===== src/rtl/adder_arbiter.sv =====
// -----------------------------------------------------------------------------
// adder_arbiter
//
// Round-robin arbiter sharing one WIDTH-bit unsigned adder between NREQ
// requesters. The granted requester's operand pair is summed (with carry) and
// captured in a single-entry result register that is held until the consumer
// accepts it. A drain and a new grant may happen in the same cycle, so the
// block sustains one result per cycle while res_ready stays high.
//
// Optional feature (compile-time macro):
//   ADDER_ARB_SAT_EN  defined   -> saturating add (sum = all ones on carry)
//                     undefined -> wrapping add
//
// Ports:
//   clk        in   design clock
//   rst_n      in   asynchronous active-low reset
//   req_valid  in   [NREQ]        requester i presents operands
//   req_ready  out  [NREQ]        requester i accepted this cycle (combinational)
//   req_a      in   [NREQ*WIDTH]  operand A, requester i at [i*WIDTH +: WIDTH]
//   req_b      in   [NREQ*WIDTH]  operand B, same packing
//   res_valid  out                result register holds a valid result
//   res_ready  in                 consumer accepts the result
//   res_sum    out  [WIDTH]       result value
//   res_carry  out                carry-out of the unsigned add
//   res_id     out  [IDW]         index of the requester that produced it
// -----------------------------------------------------------------------------
module adder_arbiter #(
    parameter int NREQ  = 4,
    parameter int WIDTH = 8,
    localparam int IDW  = (NREQ > 1) ? $clog2(NREQ) : 1
) (
    input  logic                    clk,
    input  logic                    rst_n,
    input  logic [NREQ-1:0]         req_valid,
    output logic [NREQ-1:0]         req_ready,
    input  logic [NREQ*WIDTH-1:0]   req_a,
    input  logic [NREQ*WIDTH-1:0]   req_b,
    output logic                    res_valid,
    input  logic                    res_ready,
    output logic [WIDTH-1:0]        res_sum,
    output logic                    res_carry,
    output logic [IDW-1:0]          res_id
);

    localparam logic [IDW-1:0] LAST_IDX = IDW'(NREQ - 1);

    typedef enum logic {
        S_EMPTY = 1'b0,
        S_FULL  = 1'b1
    } state_t;

    state_t           r_state;
    state_t           w_state_nxt;
    logic [IDW-1:0]   r_ptr;
    logic [WIDTH-1:0] r_sum;
    logic             r_carry;
    logic [IDW-1:0]   r_id;

    logic             w_slot_free;
    logic             w_grant;
    logic [IDW-1:0]   w_gnt_idx;
    logic [NREQ-1:0]  w_ready;
    logic [WIDTH-1:0] w_a;
    logic [WIDTH-1:0] w_b;
    logic [WIDTH:0]   w_result;

    // {carry, sum} of an unsigned add; the sum saturates when the feature is on.
    function automatic logic [WIDTH:0] add_op(input logic [WIDTH-1:0] a,
                                              input logic [WIDTH-1:0] b);
        logic [WIDTH:0] s;
        s = {1'b0, a} + {1'b0, b};
`ifdef ADDER_ARB_SAT_EN
        if (s[WIDTH]) begin
            s[WIDTH-1:0] = '1;
        end
`endif
        return s;
    endfunction

    // Round-robin search starting at r_ptr. rst_n gates the grant so nothing
    // is accepted while reset is held, even though the slot reads as free.
    always_comb begin
        int idx;
        idx         = 0;
        w_grant     = 1'b0;
        w_gnt_idx   = '0;
        w_ready     = '0;
        w_a         = '0;
        w_b         = '0;
        w_slot_free = (r_state == S_EMPTY) || res_ready;
        if (rst_n && w_slot_free) begin
            for (int k = 0; k < NREQ; k++) begin
                if (!w_grant) begin
                    idx = int'(r_ptr) + k;
                    if (idx >= NREQ) begin
                        idx = idx - NREQ;
                    end
                    if (req_valid[idx]) begin
                        w_grant      = 1'b1;
                        w_gnt_idx    = IDW'(idx);
                        w_ready[idx] = 1'b1;
                        w_a          = req_a[idx*WIDTH +: WIDTH];
                        w_b          = req_b[idx*WIDTH +: WIDTH];
                    end
                end
            end
        end
    end

    assign w_result  = add_op(w_a, w_b);
    assign req_ready = w_ready;

    // Output-register state: a grant always fills; a drain alone empties.
    always_comb begin
        w_state_nxt = r_state;
        case (r_state)
            S_EMPTY: begin
                if (w_grant) begin
                    w_state_nxt = S_FULL;
                end
            end
            S_FULL: begin
                if (w_grant) begin
                    w_state_nxt = S_FULL;
                end else if (res_ready) begin
                    w_state_nxt = S_EMPTY;
                end
            end
            default: w_state_nxt = S_EMPTY;
        endcase
    end

    always_ff @(posedge clk or negedge rst_n) begin
        if (!rst_n) begin
            r_state <= S_EMPTY;
            r_ptr   <= '0;
            r_sum   <= '0;
            r_carry <= 1'b0;
            r_id    <= '0;
        end else begin
            r_state <= w_state_nxt;
            if (w_grant) begin
                r_sum   <= w_result[WIDTH-1:0];
                r_carry <= w_result[WIDTH];
                r_id    <= w_gnt_idx;
                r_ptr   <= (w_gnt_idx == LAST_IDX) ? '0 : w_gnt_idx + 1'b1;
            end
        end
    end

    assign res_valid = (r_state == S_FULL);
    assign res_sum   = r_sum;
    assign res_carry = r_carry;
    assign res_id    = r_id;

endmodule


===== config.mk =====
export PLATFORM = sky130hd
export DESIGN_NAME = adder_arbiter
export DESIGN_NICKNAME = d
export VERILOG_FILES = /design/src/rtl/adder_arbiter.sv
export SDC_FILE = /design/constraint.sdc
export NUM_CORES = 1
export LEC_CHECK = 0
export ABC_AREA = 1
export BUFFER_PORTS_ARGS = -buffer_cell sky130_fd_sc_hd__buf_2
export CAP_MARGIN = 20
export CORE_MARGIN = 2
export CORE_UTILIZATION = 30
export DETAILED_ROUTE_END_ITERATION = 6
export PLACE_DENSITY = 0.51
export SLEW_MARGIN = 20
export SYNTH_ARGS = -nofsm -noshare
export SYNTH_HDL_FRONTEND = slang
export SYNTH_SLANG_ARGS = --single-unit

===== constraint.sdc =====
create_clock -name clk -period 3.41 [get_ports clk]
set_input_delay 0.5115 -clock clk [delete_from_list [all_inputs] [get_ports clk]]
set_output_delay 0.5115 -clock clk [all_outputs]
set_load 0.05 [all_outputs]

* After elaboration in Yosys (flattened, before gate mapping)
Cells that the tools add are included.
W data, S select, Z words.
** Operators by class
- $add $sub $neg :: 9
- $lt $le $gt $ge :: 12
- Eq/ne operators :: 1
- Shift-type cells :: 8
- Muxes and demuxes :: 82
- Bitwise operators :: 4
- Reduce and logical (&&, ||, !) cells :: 6
** Operators by type and width (count)
- $mux W32 :: 11
- $shiftx A32 B32 Y8 :: 8
- $ge A32 B1 Y1 const B :: 4
- $lt A32 B4 Y1 const B :: 4
- $mux W8 :: 16
- $mux W4 :: 11
- $mux W1 :: 26
- $mux W2 :: 9
- $or A4 B4 Y4 :: 3
- $sub A3 B3 Y4 const B :: 3
- $add A8 B8 Y9 :: 1
- $ge A3 B3 Y1 const B :: 3
- $bmux W1 S2 :: 4
- $demux W1 S2 :: 4
- $add A2 B2 Y3 const B :: 2
- $logic_and A1 B1 Y1 :: 5
- $sub A2 B3 Y4 const B :: 1
- $add A2 B1 Y3 const B :: 1
- $ge A2 B3 Y1 const B :: 1
- $add A2 B1 Y2 const B :: 1
- $eq A2 B2 Y1 const B :: 1
- $pmux W1 S2 :: 1
- $logic_or A1 B1 Y1 :: 1
- $not A1 Y1 :: 1
** Storage, ports and cells
- Register bits after elaboration :: 14

* Longest topological paths before layout
Gate-level depths: netlist (run 1).
- Depth in word-level cells :: 35
- Gate-level depth with buffers :: 26
- Mapped depth without buffers :: 22

* Least setup slack after synthesis (run 1)
Ideal clock, no wire load.
- Kind :: register -> register
- From :: register r_ptr[1]
- To :: register r_sum[6] (netlist: res_sum[6])
- Setup time :: 0.066 ns
- Arrival :: 3.593 ns
- Required time :: 3.344 ns
- Slack :: -0.249 ns
- Stages on the path, launching flop included :: 24
- Period minus slack after synthesis :: 3.659 ns
- Path through :: dfrtp_1 > buf_2 > inv_2 > buf_2 > buf_1 > ha_1 > inv_2 > buf_2 > nand3_1 > nand2_2 > nand2_2 > nor2_2 > nand2_2 > buf_4 > nand2_1 > nor2_1 > nor2_1 > ha_1 > inv_1 > fa_1 > o21ai_0 > xor2_1 > nand2_1 > nand2_1
** Between the ends
- Longest elaborated chain between the ends :: 16
- Elaborated cells between the ends (all ways) :: 70
- Classes of those cells :: add/sub: 8; order compare: 4; shift: 8; mux: 50
** RTL lines
- start, declared :: line 54 : logic [IDW-1:0] r_ptr;
- start signal, assigned :: line 146 : r_ptr <= (w_gnt_idx == LAST_IDX) ? '0 : w_gnt_idx + 1'b1;
- branches (longest 16 deep; another with $sub A3 B3 Y4)
- end signal, assigned :: line 143 : r_sum <= w_result[WIDTH-1:0];
- end, declared :: line 55 : logic [WIDTH-1:0] r_sum;
Several ways; the timed one is not identified. The select of a mux whose other input is x is not followed.
A chain may end at the register's enable or synchronous reset.

* Final worst setup path (run 1)
- From :: register r_ptr[0]
- To :: register r_carry (netlist: res_carry)
** Between the ends
- Longest elaborated chain between the ends :: 16
- Elaborated cells between the ends (all ways) :: 70
- Classes of those cells :: add/sub: 8; order compare: 4; shift: 8; mux: 50
** RTL lines
- branches (longest 16 deep; another with $sub A3 B3 Y4)
- end signal, assigned :: line 144 : r_carry <= w_result[WIDTH];
- end, declared :: line 56 : logic r_carry;
Several ways; the timed one is not identified. The select of a mux whose other input is x is not followed.

==> results of run 1 <==
sequential cells by signal, indices dropped and copies added, names as in the netlist:
signal     flops
res_id         2
res_carry      1
res_sum        8
res_valid      1
r_ptr          2
path summary, 6_finish.rpt:
check	startpoint	to	slack [ns]	depth (start not counted)
max	r_ptr[0]	res_carry	0.28	18
min	rst_n	res_valid	0.21	2
max reg2reg	r_ptr[0]	res_carry	0.28	18
min reg2reg	res_carry	res_carry	0.48	2
max in group asynchronous	rst_n	r_ptr[0]	3.02	2
min in group clk	res_ready	res_valid	0.46	2
power groups by stage:
stage               Clock [W]  Sequential [W]  Combinational, W
floorplan                   0        0.000455           0.00270
global placement            0        0.000271           0.00367
CTS                  0.000223        0.000271           0.00372
detailed placement          0        0.000273           0.00370
finish               0.000222        0.000268           0.00409
global route         0.000233        0.000278           0.00458
cell usage in the layout (no fill, tap or decap), drive strengths merged, types with 3 or more instances in the layout:
cell and count:
buf 102, nand3 41, o21bai 9, ha 16, clkbuf 7, xnor2 3
nand4 4, inv 77, nor2 71, dfrtp 14, xor2 3, o211ai 4
nand2 225, o21ai 124, or2 5, a21oi 18, o22ai 10
kinds of logic after synthesis:
group / count (synthesis) / share of synthesized area
compound gates: 169 / 0.257
xor+xnor: 6 / 0.0150
fa+ha+maj: 17 / 0.0628
buf+inv: 115 / 0.142
flops: 14 / 0.0999
simple gates: 345 / 0.423
per-layer routing:
layer / part of all wire / up-vias / GRT usage
met3: 0.047 / 21 / 0.0135
met5: 0 / - / 0
met2: 0.48 / 158 / 0.324
met1: 0.45 / 2011 / 0.235
li1: - / 2296 / -
met4: 0.019 / 0 / 0.0463
final cells by class:
type,count,area (um^2),share of cell area
multi-input combinational,539,2720,0.635
timing repair buffer,105,658,0.153
sequential,14,352,0.0820
inverter,77,299,0.0697
tap,143,179,0.0417
clock buffer,4,78.8,0.0184
repair_timing:
item / 4_1_cts / 5_1_grt
endpoints found under the setup margin: 0 / 8
buffers inserted: 0 / 5
gates resized for setup: 0 / 15
per-stage QoR:
step,area [um^2],setup WS [ns],hold WS [ns],TNS [ns],instances
2_1_floorplan,3520,0.00632,0.216,0,666
3_3_place_gp,4020,0.199,0.464,0,868
3_5_place_dp,4020,0.0601,0.466,0,868
4_1_cts,4100,0.0507,0.216,0,872
5_1_grt,4290,-0.000779,0.232,-0.000779,882
6_report,4290,0.275,0.209,0,882
==> metrics.txt, run 1 <==
Root Buffer=clkbuf_16; Tot GR Track Use=0.181; TritonCTS clock tree=built; post-route ant nets=0; CP Class=reg -> reg; cell count after synthesis=~670; YS warnings=0; Tcrit/Tclk final=0.919; data arrival time of the critical path=approximately 3.3 ns; Die Y=~110 um; area grow syn2layout=22.3%; CTS Buffer Depth=2; Total Power=0.00458 W; Initial Utilization=0.307; WL per Instance=approximately 14 um; die width=between 100 and 150 um; hold-fix buffers at CTS=0; die area=about 0.013 mm^2; run status=finished clean; number of port buffers=86; Slew Viols, Final=0; Final Skew=between 0.001 and 0.0015 ns; vias=approximately 4500; Vias/cell=~5.1; CORE AREA=approximately 0.011 mm^2; Setup violations, final=0; Worst Max-Slew Pin Slew=a little under 0.5 ns; Worst Path Required=between 3 and 4 ns; post-synth top area share=0.224; top cells by count, synth=nand2_1 (209), o21ai_0 (114), inv_1 (70); crit-path leading delay family=simple AND/OR/NAND/NOR gates; I/O Pins=87; global-route wire length before repair=19300 um; Seq/Total Area, Yosys=0.0999; power share of the clock group=0.048; GP Congestion=between 0.9 and 1; worst skew pair latency=~0.24 ns; Mapped Nets=between 700 and 800; fmax=about 320 MHz; shortest period the worst path allows=3.13 ns; ys flop type=dfrtp_1; internal power=~0.0017 W; H-Tree Level Count=1; Row Count=39; CP peak stage delay=about 0.46 ns; worst ir drop on vdd=~0.83 mV; Worst Hold Class=in -> async; Post-Route WL=~12000 um; First-pass DRT Iterations=5; Sw Ratio=0.622; post-synth top area cell=nand2_1; vias in the first global route=~4200; logic gate share of total power=0.893; Power Density=roughly 1100 mW/mm^2; net switching power=0.00285 W; CP max stage cell=fa_2; Synth area leaders=nand2_1 (22%), o21ai_0 (16%), dfrtp_1 (10%); FFs w/ async S/R, synth=1.00; initial DRC count=300; Final Hold Fails=0; startpoint types=flip-flop; Post-synth EDFFs=0; residual DRC count=0; share of cells above drive strength 1=0.203; aggregate global routing overflow=0; hpwl dp=around 9000 um; Avg Cell Area, Syn=5.27 um^2; Filler cells=roughly 1300; CTS buffer count=3; clk slew on worst S/H paths=approximately 0.050 ns; mapped cell area=~0.0035 mm^2; # Max-Cap Violations=0; fin nets=just over 800; CP Capture Type=flip-flop; most common cell in the synthesized netlist=nand2_1; initial antenna violation count=0; relative slew slack=0.667; Leak=2.37 nW; Final Core Density=0.376; CP Cell Sequence=inv_2, ha_2, inv_4, buf_12, nand2_1, nand2_4, nand4_1, buf_4, nor2_2, o21ai_0, fa_2, inv_1, nand3_1, nand2_1, nand4_1, nand3_1, nand2_1, nand2_1; ANT cells=0; Flop pwr share=0.058; Seq cells post-synth=14; clk sinks=14; Netlist cell types=35; peak fanout along the critical path=32; pin count of the biggest net entering global routing=roughly 120; Crit path top cell by count=nand2_1; CP Buf/Inv Count=5
Note: power is estimated with default switching activity, not from simulation.
==> run 2, diff against run 1 <==
--- a/config.mk
+++ b/config.mk
@@ -5,7 +5,6 @@
 export SDC_FILE = /design/constraint.sdc
 export NUM_CORES = 1
 export LEC_CHECK = 0
-export ABC_AREA = 1
 export BUFFER_PORTS_ARGS = -buffer_cell sky130_fd_sc_hd__buf_2
 export CAP_MARGIN = 20
 export CORE_MARGIN = 2
==> metrics.txt, run 2 <==
run status=finished clean; Worst Max-Slew Pin Slew=approximately 0.55 ns; DR WL met3=between 400 and 500 um; Final Core Density=0.414; Mapped Nets=436; pin count of the biggest net entering global routing=30; FF-to-FF Start=r_ptr[0]; die width=around 110 um; Top Layer Used=met4; residual DRC count=0; dpl cells=about 600; most common cell in the synthesized netlist=mux4_2; Worst Path Required=roughly 3.6 ns; Final Skew=0.00455 ns; Post-Layout Cell Count=slightly above 600; Row Count=39; fmax=293 MHz; # Max-Cap Violations=0; fin nets=roughly 550; Worst Hold Class=in -> async; initial antenna violation count=0; most frequent cells in the layout=buf_2 (86), mux4_2 (52), buf_4 (52); Initial Utilization=0.308; Setup violations, final=0; Seq cells post-synth=14; die area=approximately 0.013 mm^2; Vias/cell=between 5 and 6; worst reg-to-reg path cell count=16; post-synth top area share=0.331; vias=around 3500; RSZ-0062 raised after global routing=true; cell count after synthesis=~350; Synth area leaders=mux4_2 (33%), dfrtp_1 (9.9%), mux2_2 (6.4%); shortest period the worst path allows=between 3 and 4 ns; data arrival time of the critical path=3.56 ns; post-route ant nets=0; CORE AREA=around 0.011 mm^2; CP Class=reg -> reg; initial DRC count=~190; H-Tree Level Count=1; startpoint types=flip-flop; Post-synth EDFFs=0; Post-Route WL=around 11000 um; Tcrit/Tclk final=0.999; First-pass DRT Iterations=4; vias in the first global route=3428; ANT cells=0; Leak=between 1.5 and 2 nW; share of cells above drive strength 1=0.568; WL met2=around 5200 um; CP Capture Type=flip-flop; hold-fix buffers at CTS=0; WL per Instance=18.0 um; area grow syn2layout=34.1%; mapped cell area=approximately 0.0035 mm^2; Netlist cell types=54; Slew Viols, Final=0; peak fanout along the critical path=7; post-synth top area cell=mux4_2; aggregate global routing overflow=0; Tot GR Track Use=0.175; GP Congestion=0.853; Die Y=113 um; CTS buffer count=3; met1 wire length=about 5300 um; hpwl dp=between 8000 and 9000 um; Final Hold Fails=0; commonest non-fill, non-tap cell in the layout=buf_2; R2R Setup Slk=~0.0027 ns; total negative slack=0 ns; relative slew slack=0.636; FFs w/ async S/R, synth=1.00; clk slew on worst S/H paths=approximately 0.05 ns; Power Density=945 mW/mm^2; I/O Pins=between 80 and 90; Avg Cell Area, Syn=about 10 um^2; number of port buffers=between 80 and 90; top cells by count, synth=mux4_2 (52), nor2_1 (26), a21oi_1 (25); global-route wire length before repair=around 18000 um; CTS Buffer Depth=2; worst ir drop on vdd=slightly below 0.5 mV; ys flop type=dfrtp_1; max reg flops=8; Seq/Total Area, Yosys=0.0990; YS warnings=0; worst skew pair latency=around 0.25 ns; TritonCTS clock tree=built; critical register-to-register path endpoint=res_sum[6]; Root Buffer=clkbuf_16; clk sinks=14
run 2: cell count changes in the layout (fill, tap and decap cells not counted), sizes merged, moves of 12 or more:
cell | before | now
nand2 | 225 | 17
o21ai | 124 | 16
inv | 77 | 5
mux4 | 0 | 52
buf | 102 | 146
nor2 | 71 | 27
nand3 | 41 | 2
mux2 | 0 | 20
mux2i | 0 | 17
a22oi | 2 | 18
a31o | 0 | 12
run 2: routing by layer:
metal	up-vias	global-route usage
li1	1643	-
met1	1733	0.262
met2	77	0.281
met3	2	0.0162
met4	0	0.0268
met5	-	0
run 2: cell type report:
class / instances / area, um^2
clock buffer: 4 / 88.8
fill: 1112 / 6720
inverter: 6 / 28.8
sequential: 14 / 354
multi-input combinational: 293 / 3140
tap: 143 / 179
timing repair buffer: 146 / 953
run 2: how the worst max path moves through the flow:
stage | from | endpoint | slack [ns] | cells past startpoint
2_1_floorplan | r_ptr[0] | res_sum[7] | -0.46 | 18
3_3_place_gp | r_ptr[0] | res_carry | -0.11 | 15
3_5_place_dp | r_ptr[0] | res_carry | -0.17 | 16
4_1_cts | r_ptr[0] | res_sum[6] | -0.02 | 16
5_1_grt | r_ptr[0] | res_sum[6] | -0.12 | 16
6_report | r_ptr[0] | res_sum[6] | 0.003 | 16
run 2: cell families (layout without fill, tap and decap cells):
family                   count (synthesis)  after routing  synth area share
AO/OA/AOI/OAI                          108            108             0.207
multiplexers                            89             89             0.443
flip-flops                              14             14            0.0990
adder cells (fa/ha/maj)                 17             17            0.0623
AND/OR/NAND/NOR                         74             74             0.108
XOR/XNOR                                 5              5            0.0124
buffers and inverters                   41            156            0.0686
run 2: what timing repair did:
action                                  in CTS  in global routing
setup buffers                                5                  1
gates resized for setup                     18                 10
pin swaps                                   18                 11
endpoints found under the setup margin       5                  6
run 2: worst max-delay path, stage by stage, from the launching register on:
cell and delay [ns]:
dfrtp_4 0.43, inv_6 0.04, ha_4 0.27, mux4_2 0.53
and3b_2 0.28, buf_6 0.15, a22oi_2 0.11, o22ai_1 0.10
a31o_1 0.22, ha_4 0.17, inv_2 0.05, fa_2 0.22
nor2b_4 0.05, o31ai_4 0.23, a21oi_2 0.10, buf_4 0.13
o31ai_1 0.20
run 2: report_power, final:
group,internal [W],switching (W)
clock network,0.000178,0.0000710
registers,0.000239,0.0000402
logic,0.00198,0.00197
run 2: metrics by stage:
step / hold WS (ns) / area [um^2] / worst slack (ns) / power [W]
after floorplan: 0.216 / 3680 / -0.458 / 0.00314
after global placement: 0.462 / 4470 / -0.109 / 0.00400
after detailed placement: 0.473 / 4470 / -0.166 / 0.00402
after CTS: 0.267 / 4690 / -0.0150 / 0.00445
after global routing: 0.301 / 4740 / -0.116 / 0.00483
final: 0.261 / 4740 / 0.00274 / 0.00448
